### config.mk
export PLATFORM = sky130hd
export DESIGN_NAME = laser_score
export DESIGN_NICKNAME = d
export VERILOG_FILES = /design/src/rtl/laser_pkg.sv /design/src/rtl/laser_cover_chk.sv /design/src/rtl/laser_score.sv
export SDC_FILE = /design/constraint.sdc
export NUM_CORES = 1
export LEC_CHECK = 0
export CAP_MARGIN = 20
export CORE_MARGIN = 2
export CORE_UTILIZATION = 48
export DETAILED_ROUTE_END_ITERATION = 12
export GPL_ROUTABILITY_DRIVEN = 1
export SYNTH_ARGS = -nofsm -noshare
export SYNTH_HDL_FRONTEND = slang
export SYNTH_HIERARCHICAL = 1
export SYNTH_SLANG_ARGS = --single-unit
### constraint.sdc
create_clock -name CLK -period 9 [get_ports CLK]
set_input_delay 1.8 -clock CLK [delete_from_list [all_inputs] [get_ports CLK]]
set_output_delay 1.8 -clock CLK [all_outputs]
set_load 0.01 [all_outputs]
### src/rtl/laser_pkg.sv
// laser_pkg: shared state, point type and distance helper
// for the laser coverage scorer.
package laser_pkg;

  localparam int NPTS_DEF = 40;
  localparam int R2_DEF   = 16;

  typedef enum logic [2:0] {
    IDLE,
    LOAD,
    WAIT_DONE,
    EVAL,
    HOLD
  } state_t;

  typedef struct packed {
    logic [3:0] x;
    logic [3:0] y;
  } pt_t;

  // Squared distance: 15^2 + 15^2 = 450 fits 9 bits.
  function automatic logic [8:0] dist2(pt_t a, pt_t b);
    logic [3:0] dx;
    logic [3:0] dy;
    logic [8:0] ex;
    logic [8:0] ey;
    dx = (a.x > b.x) ? a.x - b.x : b.x - a.x;
    dy = (a.y > b.y) ? a.y - b.y : b.y - a.y;
    ex = {5'd0, dx};
    ey = {5'd0, dy};
    return ex * ex + ey * ey;
  endfunction

endpackage

### src/rtl/laser_cover_chk.sv
// laser_cover_chk: a point is covered when it lies inside
// either circle (union, so a double hit is still one bit).
module laser_cover_chk
  import laser_pkg::*;
(
  input  pt_t        pt,
  input  pt_t        c1,
  input  pt_t        c2,
  input  logic [8:0] r2,
  output logic       covered
);

  logic [8:0] d1;
  logic [8:0] d2;

  assign d1      = dist2(pt, c1);
  assign d2      = dist2(pt, c2);
  assign covered = (d1 <= r2) || (d2 <= r2);

endmodule

### src/rtl/laser_score.sv
// laser_score: buffers a frame of points, then counts how
// many fall inside the union of the two laser circles.
module laser_score
  import laser_pkg::*;
#(
  parameter int NPTS = NPTS_DEF,
  parameter int R2   = R2_DEF
) (
  input  logic       CLK,
  input  logic       RST,
  input  logic       IN_VALID,
  input  logic [3:0] X,
  input  logic [3:0] Y,
  input  logic       DONE,
  input  logic [3:0] C1X,
  input  logic [3:0] C1Y,
  input  logic [3:0] C2X,
  input  logic [3:0] C2Y,
  input  logic       SCORE_READY,
  output logic [5:0] SCORE,
  output logic       SCORE_VALID,
  output logic       BUSY
);

  localparam int IW = $clog2(NPTS + 1);
  localparam logic [8:0] R2_W = 9'(R2);
  localparam logic [IW-1:0] LAST = IW'(NPTS - 1);
  localparam logic [IW-1:0] CNT = IW'(NPTS);

  state_t        state;
  logic [IW-1:0] ld_cnt;
  logic [IW-1:0] ev_idx;
  logic [IW-1:0] rd_idx;
  logic          ev_vld;
  logic [5:0]    acc;
  pt_t           c1;
  pt_t           c2;
  pt_t           pt_q;
  pt_t           mem [NPTS];

  logic          wr_en;
  logic [IW-1:0] wr_idx;
  logic          cov;
  logic [5:0]    acc_nx;

  assign BUSY   = (state != IDLE);
  assign wr_en  = IN_VALID &&
                  (state == IDLE || state == LOAD);
  assign wr_idx = (state == IDLE) ? '0 : ld_cnt;
  assign acc_nx = acc + {5'd0, cov};

  laser_cover_chk u_chk (
    .pt      (pt_q),
    .c1      (c1),
    .c2      (c2),
    .r2      (R2_W),
    .covered (cov)
  );

  // Storage is read through a register so it maps onto RAM;
  // EVAL spends its first cycle fetching point 0.
  always_ff @(posedge CLK) begin
    if (wr_en)
      mem[wr_idx] <= '{x: X, y: Y};
    if (state == EVAL && rd_idx < CNT)
      pt_q <= mem[rd_idx];
  end

  always_ff @(posedge CLK) begin
    if (!RST) begin
      state       <= IDLE;
      ld_cnt      <= '0;
      ev_idx      <= '0;
      rd_idx      <= '0;
      ev_vld      <= 1'b0;
      acc         <= '0;
      c1          <= '0;
      c2          <= '0;
      SCORE       <= '0;
      SCORE_VALID <= 1'b0;
    end else begin
      unique case (state)
        IDLE: begin
          if (IN_VALID) begin
            ld_cnt <= IW'(1);
            state  <= (NPTS == 1) ? WAIT_DONE : LOAD;
          end
        end
        LOAD: begin
          if (IN_VALID) begin
            ld_cnt <= ld_cnt + IW'(1);
            if (ld_cnt == LAST)
              state <= WAIT_DONE;
          end
        end
        WAIT_DONE: begin
          if (DONE) begin
            c1     <= '{x: C1X, y: C1Y};
            c2     <= '{x: C2X, y: C2Y};
            acc    <= '0;
            ev_idx <= '0;
            rd_idx <= '0;
            ev_vld <= 1'b0;
            state  <= EVAL;
          end
        end
        EVAL: begin
          ev_vld <= 1'b1;
          if (rd_idx < CNT)
            rd_idx <= rd_idx + IW'(1);
          if (ev_vld) begin
            acc    <= acc_nx;
            ev_idx <= ev_idx + IW'(1);
            if (ev_idx == LAST) begin
              SCORE       <= acc_nx;
              SCORE_VALID <= 1'b1;
              state       <= HOLD;
            end
          end
        end
        HOLD: begin
          if (SCORE_READY) begin
            SCORE_VALID <= 1'b0;
            state       <= IDLE;
          end
        end
        default: state <= IDLE;
      endcase
    end
  end

endmodule

==> reports/metrics.cfg <==
[synthesis]
async_flop_share_pct=0
synthTopCellsByArea=edfxtp_1, mux4_2, ha_1, dfxtp_1, fa_1
yosys_register_bits=379
synth_area_um2=18300
synth-edff-count=328
synthTopCellsByCount=edfxtp_1, nor2_1, inv_1, ha_1, nand2_1
ys_warn_count=6
synth_area_per_cell_um2=14.1
ys.flop_type=edfxtp_1
synth_top_area_share_pct=53.9
ys_seq_area_share_pct=59.5
ys_types=66
yosysMostFrequentCell=edfxtp_1
netlist_instances=1292
synth.largest_area_cell=edfxtp_1

[clock_tree]
cts_resized=0
tritoncts=yes
htree_levels=2
clk_path_buf_depth=3
numCtsBuffers=40
clock-sinks=379
cts_setup_buffers=0
worstSkewPairLatency_ns=0.56
cts.clk_slew.worst_paths_ns=0.07
cts-root-buf=clkbuf_16
cts_hold_buf=0

[final_layout]
finish.net_count=1487
stdcell_area_um2=20400
diodes=0
fill_cells=3092
drive_gt1_share_pct=12.5
final_cells=1882
area_growth_pct=11.5

[hold_path]
hold_start=c2[7]
hold_depth=2
worstHoldEndpoint=c2[7]
min_path_type=flip-flop to flip-flop

[grt]
grt_max_degree=63
grt_usage_pct=20.3
grt_pass1_wl_um=60700
grt_pass1_vias=10600
antenna_found_initial=1
grt.overflow.total=0

[setup_path]
crit_required_ns=9.41
worstRegToRegCells=30
reg2reg_setup_slack_ns=1.30
rr_endpoint=SCORE[5]
start_kind=flip-flop
cp-startpoint=pt_q[4]
path_common_cell=fa_1
crit_path_end_kind=flip-flop
r2r-start=pt_q[4]
crit_slowest_cell=fa_1
worstPathMaxFanout=5
worstPathArrival_ns=8.11
crit_type=flip-flop to flip-flop
critPathMaxStageDelay_ns=0.55

[timing]
fin_skew_ns=0.0249
final.period_utilization_pct=85.5
fin_crit_ns=7.70
hold_viol_final=0
tightest_slew_ns=0.977
final_max_slew_viol_count=0
maxSlewHeadroom_pct=34.8
rsz0062_at_grt=false
setup_tns_ns=0
setup_viol_count_final=0
fmax_mhz=130
fin_ws_ns=1.30

[placement]
dp.cells=1810
placed_area_um2=19100
dp_slack_ns=1.27
globalplace.congestion=0.835
dp_hpwl_um=25400
portBuffers=36

[route]
drt-pass1-iter-count=5
vias=10400
antenna_left=0
drc=0
drt_iter0_markers=620
avgViaCountPerCell=5.54
wl_per_cell_um=20.5
wl_um=38700

[power_and_ir_drop]
ir_drop_mv=0.148
power_density_nw_per_um2=205
finalPower_w=0.00418
p_leak_nw=6.92

[floorplanning]
start_util_pct=48.6
die_x_um=199
die_h_um=199
ios=37
die_area_um2=39600
core_um2=37600
row_count=71

[outcome]
outcome=finished clean

[job]
cap_violations=0

[metal layers]
layer | vias to the layer above | wire length, um | track usage, %
met5 | - | 0 | 0
met4 | 0 | 783 | 5.20
met3 | 59 | 1860 | 3.17
met2 | 231 | 19100 | 35.0
met1 | 5236 | 16900 | 27.1
li1 | 4902 | - | -
[kinds of logic (layout without fill, tap and decap cells)]
logic type / after synthesis / after routing / synth area share, %
compound gates: 165 / 165 / 6.13
xor+xnor: 22 / 22 / 1.05
simple gates: 325 / 325 / 8.59
mux: 127 / 127 / 11.6
other cells: 2 / 10 / 0.0411
flops: 379 / 379 / 59.5
buf+inv: 155 / 226 / 3.86
fa+ha+maj: 117 / 117 / 9.25
[state kept, by name, summed over array words and instances, names as in the netlist, 3 cells and up]
| register | flops |
|---|---|
| SCORE | 6 |
| ev_idx | 6 |
| mem | 320 |
| c2 | 8 |
| c1 | 8 |
| ld_cnt | 6 |
| pt_q | 8 |
| acc | 6 |
| rd_idx | 6 |
| state | 3 |
[how the worst max path moves through the flow]
stage,to,cells after the start
after global placement,acc[4],33
after detailed placement,SCORE[5],30
after global routing,SCORE[5],32
after floorplan,acc[4],33
after CTS,SCORE[5],30
final,SCORE[5],30
[cells in the final DEF, fill, tap and decap left out, types with 7 or more instances in the layout]
cell,Yosys,final
edfxtp_1,328,328
nor2_1,122,122
inv_1,99,99
ha_1,87,87
nand2_1,70,70
a21oi_1,61,61
mux4_2,58,58
dfxtp_1,51,48
mux2i_1,48,48
clkbuf_16,0,40
clkdlybuf4s50_1,0,36
fa_1,30,30
nor2b_1,25,25
nand3_1,24,24
o21ai_0,18,18
buf_4,7,18
a211oi_1,17,17
nor4_1,14,14
nand4_1,14,14
clkbuf_1,15,13
xor2_1,12,12
a31oi_1,10,10
mux2_2,10,10
nor3_1,10,10
xnor2_1,10,10
conb_1,2,10
o221ai_1,8,8
nand3b_1,8,8
clkinv_1,1,7
[per-stage QoR]
step | hold slack (ns) | utilization (%)
floorplan | 0.436 | -
global placement | 0.446 | 50.9
detailed placement | 0.451 | 50.9
CTS | 0.459 | 54.2
global route | 0.494 | 54.2
finish | 0.455 | 54.2
[critical path, delay by kind of cell (launching register included)]
kind            cells  cell delay, ns
buf+inv             3            0.20
mux                 2            0.59
xor+xnor            1            0.17
compound gates     11            2.25
simple gates        4            0.45
fa+ha+maj           9            3.47
flops               1            0.42
[where the power goes]
group          total, W  internal, W  switching [W]  leakage [nW]
combinational  0.000654     0.000280       0.000374          2.96
clock           0.00159     0.000914       0.000673         0.601
sequential      0.00193      0.00192      0.0000144          3.37
[layout make-up]
type | count | area [um2] | area share [%]
Sequential cell | 379 | 10900 | 53.4
Multi-Input combinational cell | 766 | 6720 | 33.0
Clock buffer | 53 | 1050 | 5.16
Tap cell | 511 | 639 | 3.14
Timing Repair Buffer | 54 | 495 | 2.43
Inverter | 100 | 375 | 1.84
Clock inverter | 19 | 198 | 0.971
No activity file was read; power rests on OpenSTA's default activity.
